`config.mk`:
```
export PLATFORM = sky130hd
export DESIGN_NAME = hit_event_arbiter
export DESIGN_NICKNAME = d
export VERILOG_FILES = /design/src/rtl/taiko_input_pkg.sv /design/src/rtl/hit_event_arbiter_rr_pick.sv /design/src/rtl/hit_event_arbiter.sv
export SDC_FILE = /design/constraint.sdc
export NUM_CORES = 1
export LEC_CHECK = 0
export BUFFER_PORTS_ARGS = -buffer_cell sky130_fd_sc_hd__buf_4
export CAP_MARGIN = 10
export CORE_MARGIN = 4
export CORE_UTILIZATION = 50
export DETAILED_ROUTE_END_ITERATION = 6
export GPL_ROUTABILITY_DRIVEN = 0
export PLACE_DENSITY = 0.73
export SYNTH_ARGS = -nofsm -noshare
export SYNTH_HDL_FRONTEND = slang
export SYNTH_SLANG_ARGS = --single-unit
```
`constraint.sdc`:
```
create_clock -name clk -period 7.2 [get_ports clk]
set_clock_uncertainty 0.2 [all_clocks]
set_input_delay 0.72 -clock clk [delete_from_list [all_inputs] [get_ports clk]]
set_output_delay 0.72 -clock clk [all_outputs]
set_load 0.1 [all_outputs]
```
`src/rtl/taiko_input_pkg.sv`:
```
// Shared definitions for the drum-hit input path.
// Contents: channel index constants, the arbiter state enum, drop counter width
//           and a small saturating 2-bit age increment helper.
package taiko_input_pkg;

  localparam int CH_DON_P1  = 0;
  localparam int CH_KA_P1   = 1;
  localparam int CH_DON_P2  = 2;
  localparam int CH_KA_P2   = 3;

  localparam int DROP_CNT_W = 8;

  typedef enum logic {
    IDLE  = 1'b0,
    OFFER = 1'b1
  } arb_state_t;

  // Frame-age increment that sticks at 3 instead of wrapping.
  function automatic logic [1:0] sat_inc2(input logic [1:0] a, input logic inc);
    return (inc && (a != 2'd3)) ? a + 2'd1 : a;
  endfunction

endpackage

```
`src/rtl/hit_event_arbiter_rr_pick.sv`:
```
// Round-robin picker: first set request at or after ptr_i, wrapping modulo N.
// Ports: req_i request vector, ptr_i start index; found_o any request set,
//        idx_o winning index (0 when nothing is found). Purely combinational.
module rr_pick #(
  parameter int N = 4,
  parameter int W = 2
) (
  input  logic [N-1:0] req_i,
  input  logic [W-1:0] ptr_i,
  output logic         found_o,
  output logic [W-1:0] idx_o
);

  logic [W-1:0] cand;

  always_comb begin
    found_o = 1'b0;
    idx_o   = '0;
    cand    = '0;
    for (int k = 0; k < N; k++) begin
      cand = W'((int'(ptr_i) + k) % N);
      if (!found_o && req_i[cand]) begin
        found_o = 1'b1;
        idx_o   = cand;
      end
    end
  end

endmodule

```
`src/rtl/hit_event_arbiter.sv`:
```
// Hit event arbiter: latches per-channel hit pulses as pending requests, ages
// them on vsync, drops stale ones and serialises the rest round-robin onto a
// valid/ready event port. Ports: hit_pulse/vsync in; ev_valid/ev_ch/ev_age out
// with ev_ready in; pending flags and a saturating drop_cnt out.
module hit_event_arbiter
  import taiko_input_pkg::*;
#(
  parameter int N_CH         = 4,
  parameter int CH_W         = 2,
  parameter int STALE_FRAMES = 2
) (
  input  logic                  clk,
  input  logic                  rst_n,
  input  logic [N_CH-1:0]       hit_pulse,
  input  logic                  vsync,
  output logic                  ev_valid,
  output logic [CH_W-1:0]       ev_ch,
  output logic [1:0]            ev_age,
  input  logic                  ev_ready,
  output logic [N_CH-1:0]       pending,
  output logic [DROP_CNT_W-1:0] drop_cnt
);

  // Up to two losses per channel per cycle (merge + stale drop).
  localparam int LOST_W = CH_W + 2;

  arb_state_t                state_q, state_d;
  logic [N_CH-1:0]           pend_q, pend_d;
  logic [N_CH-1:0][1:0]      age_q, age_d;
  logic                      ev_valid_q, ev_valid_d;
  logic [CH_W-1:0]           ev_ch_q, ev_ch_d;
  logic [1:0]                ev_age_q, ev_age_d;
  logic [CH_W-1:0]           rr_q, rr_d;
  logic [DROP_CNT_W-1:0]     drop_q, drop_d;

  logic                      found;
  logic [CH_W-1:0]           pick;
  logic                      hs;
  logic                      pick_now;
  logic [N_CH-1:0]           held;
  logic [N_CH-1:0]           cons;
  logic [1:0]                age_inc;
  logic [LOST_W-1:0]         lost;
  logic [DROP_CNT_W:0]       drop_sum;

  rr_pick #(.N(N_CH), .W(CH_W)) u_rr_pick (
    .req_i   (pend_q),
    .ptr_i   (rr_q),
    .found_o (found),
    .idx_o   (pick)
  );

  assign hs       = ev_valid_q & ev_ready;
  assign pick_now = (state_q == IDLE) & found;

  // State register together with the datapath registers.
  always_ff @(posedge clk) begin
    if (!rst_n) begin
      state_q    <= IDLE;
      pend_q     <= '0;
      age_q      <= '0;
      ev_valid_q <= 1'b0;
      ev_ch_q    <= '0;
      ev_age_q   <= '0;
      rr_q       <= '0;
      drop_q     <= '0;
    end else begin
      state_q    <= state_d;
      pend_q     <= pend_d;
      age_q      <= age_d;
      ev_valid_q <= ev_valid_d;
      ev_ch_q    <= ev_ch_d;
      ev_age_q   <= ev_age_d;
      rr_q       <= rr_d;
      drop_q     <= drop_d;
    end
  end

  // Next-state logic.
  always_comb begin
    state_d = state_q;
    case (state_q)
      IDLE:    if (found) state_d = OFFER;
      OFFER:   if (hs)    state_d = IDLE;
      default: state_d = IDLE;
    endcase
  end

  // Pending flags, ageing and loss accounting.
  // A channel being picked this edge is treated as already offered, so it is
  // never dropped in the same edge that it is handed to the consumer.
  always_comb begin
    pend_d  = pend_q;
    age_d   = age_q;
    held    = '0;
    cons    = '0;
    age_inc = '0;
    lost    = '0;
    if (state_q == OFFER) held[ev_ch_q] = 1'b1;
    if (pick_now)         held[pick]    = 1'b1;
    if (hs)               cons[ev_ch_q] = 1'b1;
    for (int i = 0; i < N_CH; i++) begin
      if (hit_pulse[i] && (!pend_q[i] || cons[i])) begin
        // Fresh capture, or re-arm of the channel consumed this edge.
        pend_d[i] = 1'b1;
        age_d[i]  = 2'd0;
      end else if (cons[i]) begin
        pend_d[i] = 1'b0;
        age_d[i]  = 2'd0;
      end else begin
        if (hit_pulse[i]) lost = lost + LOST_W'(1);  // merged into pending hit
        if (pend_q[i] && !held[i] && vsync) begin
          age_inc = age_q[i] + 2'd1;
          if (age_inc == 2'(STALE_FRAMES)) begin
            pend_d[i] = 1'b0;
            age_d[i]  = 2'd0;
            lost      = lost + LOST_W'(1);
          end else begin
            age_d[i]  = age_inc;
          end
        end
      end
    end
    drop_sum = {1'b0, drop_q} + (DROP_CNT_W+1)'(lost);
    drop_d   = drop_sum[DROP_CNT_W] ? '1 : drop_sum[DROP_CNT_W-1:0];
  end

  // Event port registers and round-robin pointer.
  always_comb begin
    ev_valid_d = ev_valid_q;
    ev_ch_d    = ev_ch_q;
    ev_age_d   = ev_age_q;
    rr_d       = rr_q;
    case (state_q)
      IDLE: begin
        if (found) begin
          ev_valid_d = 1'b1;
          ev_ch_d    = pick;
          ev_age_d   = sat_inc2(age_q[pick], vsync);
        end
      end
      OFFER: begin
        if (hs) begin
          ev_valid_d = 1'b0;
          rr_d       = (ev_ch_q == CH_W'(N_CH-1)) ? '0 : ev_ch_q + CH_W'(1);
        end else begin
          ev_age_d   = sat_inc2(ev_age_q, vsync);
        end
      end
      default: ;
    endcase
  end

  assign ev_valid = ev_valid_q;
  assign ev_ch    = ev_ch_q;
  assign ev_age   = ev_age_q;
  assign pending  = pend_q;
  assign drop_cnt = drop_q;

endmodule

```
==> parameters.txt <==
Parameter                              Value

Global routing
  Final global-route overflow total    0
  Largest net degree at the start of global routing    21
  Antenna violations before repair    0
  Wire length of the first global-routing pass    10.2 mm
  Aggregate global-route resource usage    19.7%
  Vias in the first global route    2189

Clocking
  CTS H-tree depth    1
  Number of clock buffers inserted by TritonCTS    3
  Buffer depth of the longest clock path    2
  TritonCTS clock tree    yes
  Clock Tree Root    clkbuf_8
  Latest clock arrival within the worst-skew pair    0.28 ns
  Clk sink count    28
  CTS clock-pin slew for the worst setup and hold paths    0.10 ns

Die
  Row Count    25
  Number of top-level pins    25
  Core area    0.00482 mm2
  Horizontal extent of the die    79.1 um
  Die outline area    0.00626 mm2
  Die extent in y    79.1 um
  Initial core utilization    52.5%

Layout
  Fin nets    373
  Area Overhead vs Synth    12.1%
  Final antenna diode count    0
  Footprint of the multi-input gates    0.00184 mm2
  Fraction of layout instances using a drive strength above 1    15.6%
  Area occupied by registers    561 um2
  Fill cell total of the finished layout    442

Pwr
  Comb pwr share    50.1%
  Total power of the final layout    0.575 mW
  Share of total power in the clock network    17.6%
  Peak supply drop    114 uV
  Register share of total power    32.3%
  Static leakage    1.21 nW
  Switching share of power    46.7%
  Pwr dens    203 mW/mm2
  Switching power    0.269 mW
  P_int    0.307 mW

STA
  Final worst path period need    6.62 ns
  Post-route fraction of the period consumed by the critical path    91.9%
  Actual slew at the worst max-slew pin    0.727 ns
  Total Neg Setup Slack    0 ns
  Max-slew headroom    51.0%
  Total of endpoints with negative setup slack in the final report    0
  Final max-slew violation count    0
  Highest Clock Rate    0.151 GHz
  Hold Worst Slack    0.281 ns
  RSZ-0062 raised after global routing    no
  Final Hold Fails    0

Drt
  Detailed-route DRC error count    0
  Detailed-route vias per instance    5.86
  Number of nets still failing antenna checks after routing    0
  Number of iterations in the first detailed-routing pass    4
  Total detailed-routing wirelength    6.10 mm
  Detailed router's first-iteration violation count    152
  Vias after detailed routing    2427
  Post-DR wirelength/cell    14.7 um

Yosys
  Post-synthesis share of cell area spent on full adders, half adders and majority gates    8.71%
  Mean area per synthesized cell    7.71 um2
  Count of flip-flops with a built-in enable after synthesis    0
  Mapped Area    0.00253 mm2
  Ys Warns    0
  Main combinational cell family by area after synthesis    compound AO/OA/AOI/OAI gates
  Multiplexer area fraction after synthesis    5.15%
  Number of register bits inferred by synthesis    28
  Synth Area in Simple Gates    23.8%
  Area share of xor/xnor cells in the synthesized design    8.17%
  Compound-gate portion of the synthesized area    26.5%
  Register area share after synthesis    22.2%
  Gate count after technology mapping    328
  Prevailing post-synth register cell    dfxtp_1
  Share of flip-flops with an asynchronous set or reset    0%
  Net Count, Synth    353
  Count of different cell masters after synthesis    68

Setup path
  Crit-path most repeated cell    ha_1
  Origin of the critical flop-to-flop path    ev_ch[0]$_SDFFE_PN0N_
  R2R Path End    drop_cnt[7]$_SDFF_PN0_
  CP Class    flop to flop
  Type of origin of the critical path    flop
  Cell with the biggest individual delay on the critical path    dfxtp_1
  Count of buffer and inverter cells on the critical path    1
  Slowest cell delay on critical path    0.44 ns
  CP Data Arrival Time    6.60 ns
  Max FO, Critical Path    6
  Largest delay contributor family on the critical path    compound AO/OA/AOI/OAI gates
  Number of cells on the worst reg-to-reg path    27
  Worst endpoint required time    7.18 ns
  Register-to-Register Setup Slack    0.58 ns
  Worst setup EP type    flop

Flow run
  Max-cap check violation count    0

Worst hold path
  Type of the most critical hold path    flop to flop
  Worst hold stages    2
  HP Start    ev_age[1]$_SDFFE_PN0P_
  Hold-critical path endpoint    ev_age[1]$_SDFFE_PN0P_

Placement
  IO Port Bufs    24
  Hpwl dp    4.74 mm

Status
  Run status    completed
[synth_stat cells (all sizes together) (2+ instances only)]
cell type	count	area share [%]
a21o	3	0.89
inv	22	3.3
and2	3	0.74
or4	2	0.74
o211ai	2	0.59
o311ai	2	0.69
nand3	13	2.8
nor2	19	2.9
o211a	2	0.79
a21boi	2	0.59
a2111oi	2	0.94
a31oi	5	1.2
o21ai	19	3.8
a21oi	33	7.0
nand2b	6	1.8
buf	3	0.69
mux2i	7	2.8
a2bb2oi	2	0.69
nor4	4	1.2
nand2	38	5.7
ha	16	7.9
nor2b	4	0.99
or3b	2	0.69
o32ai	2	0.99
and3	2	0.49
dfxtp	28	22
or3	2	0.49
a211o	4	1.4
o2111ai	3	1.0
xor2	7	2.7
o31ai	2	0.59
o21a	3	0.89
a211oi	4	1.2
xnor2	14	5.4
nor3	16	3.2
a221oi	2	0.94
clkbuf	10	1.5
mux2	5	2.4
[flip-flops by register name, indices dropped and copies added (netlist names)]
name and count:
rr_q 2, ev_valid 1, ev_ch 2, drop_cnt 8
pending 4, state_q 1, age_q 8, ev_age 2
[worst register-to-register path, cell delays in order (launching register included)]
cell	delay [ns]
dfxtp_1	0.44
inv_1	0.09
ha_1	0.25
a21oi_1	0.39
nor4b_1	0.30
a211o_1	0.28
a21oi_4	0.12
ha_1	0.33
nand2_1	0.07
o21ai_0	0.08
ha_1	0.30
a21o_1	0.19
o32ai_2	0.40
xnor2_1	0.18
a221oi_2	0.27
nand2_1	0.10
ha_1	0.30
mux2_2	0.28
ha_1	0.29
mux2i_1	0.17
mux2i_1	0.11
ha_1	0.31
a21o_1	0.18
a21oi_1	0.21
nor2b_1	0.08
o21ai_0	0.30
nor2_1	0.11
o211a_1	0.21
[kinds of logic (layout without fill, tap and decap cells)]
kind of cell	after synthesis	after routing
adder cells (fa/ha/maj)	17	17
flip-flops	28	28
AND/OR/NAND/NOR	117	117
XOR/XNOR	21	21
AO/OA/AOI/OAI	98	98
buffers and inverters	35	54
multiplexers	12	12
[worst max-delay path by stage]
stage,cells past startpoint,slack (ns),from,end
finish,27,0.58,ev_ch[0]$_SDFFE_PN0N_,drop_cnt[7]$_SDFF_PN0_
global route,26,0.007,rr_q[1]$_SDFFE_PN0P_,drop_cnt[5]$_SDFF_PN0_
CTS,26,0.39,rr_q[1]$_SDFFE_PN0P_,drop_cnt[7]$_SDFF_PN0_
detailed placement,26,0.43,rr_q[1]$_SDFFE_PN0P_,drop_cnt[7]$_SDFF_PN0_
global placement,26,0.59,rr_q[1]$_SDFFE_PN0P_,drop_cnt[7]$_SDFF_PN0_
floorplan,27,0.57,ev_ch[0]$_SDFFE_PN0N_,drop_cnt[6]$_SDFF_PN0_
[layout by cell type, fill, tap and decap left out, types with 3 or more instances in the layout]
cell type | Yosys | final
nand2b_1 | 5 | 5
o21a_1 | 3 | 3
o21ai_0 | 13 | 13
a31oi_1 | 5 | 5
nand3_1 | 12 | 12
nor2b_1 | 4 | 4
a21o_1 | 3 | 3
xnor2_1 | 12 | 12
clkbuf_8 | 0 | 4
a21oi_1 | 32 | 32
mux2_2 | 4 | 4
and2_1 | 3 | 3
a211oi_1 | 4 | 4
nand2_1 | 37 | 37
a211o_1 | 4 | 4
nor3_1 | 16 | 16
o2111ai_1 | 3 | 3
mux2i_1 | 7 | 7
nor4_1 | 3 | 3
dfxtp_1 | 28 | 28
inv_1 | 21 | 21
xor2_1 | 6 | 6
nor2_1 | 18 | 18
ha_1 | 16 | 16
o21ai_1 | 6 | 6
buf_4 | 1 | 28
[power by group through the flow]
| stage | Combinational, mW | Clock, mW | Sequential (mW) |
|---|---|---|---|
| after global routing | 0.313 | 0.106 | 0.189 |
| after floorplan | 0.136 | 0 | 0.280 |
| after CTS | 0.286 | 0.103 | 0.186 |
| final | 0.288 | 0.101 | 0.186 |
| after detailed placement | 0.285 | 0 | 0.190 |
| after global placement | 0.283 | 0 | 0.189 |
[routing by layer]
layer	up-vias	track usage [%]	part of all wire (%)
met5	-	0	0
met4	0	5.67	2.1
met3	11	1.47	2.6
met2	46	32.1	45
met1	1141	27.8	50
li1	1229	-	-
[through the flow]
stage	instance area, um2	setup WS (ns)	std cells	util (%)
floorplan	2530	0.574	328	-
global placement	2760	0.590	409	57.3
detailed placement	2760	0.426	409	57.3
CTS	2810	0.389	413	58.4
global route	2830	0.00689	414	58.8
finish	2830	0.585	414	58.8
[layout make-up]
| class | instances | share of cell area [%] |
|---|---|---|
| Multi-Input combinational cell | 265 | 65.0 |
| Sequential cell | 28 | 19.8 |
| Timing Repair Buffer | 28 | 7.42 |
| Tap cell | 67 | 2.96 |
| Inverter | 22 | 2.92 |
| Clock buffer | 4 | 1.94 |
[what timing repair did]
item	4_1_cts	5_1_grt
resized for setup	0	1
hold buffers	0	0
endpoints found under the setup margin	0	7
setup buffers	0	1
(Power assumes the default switching activity.)
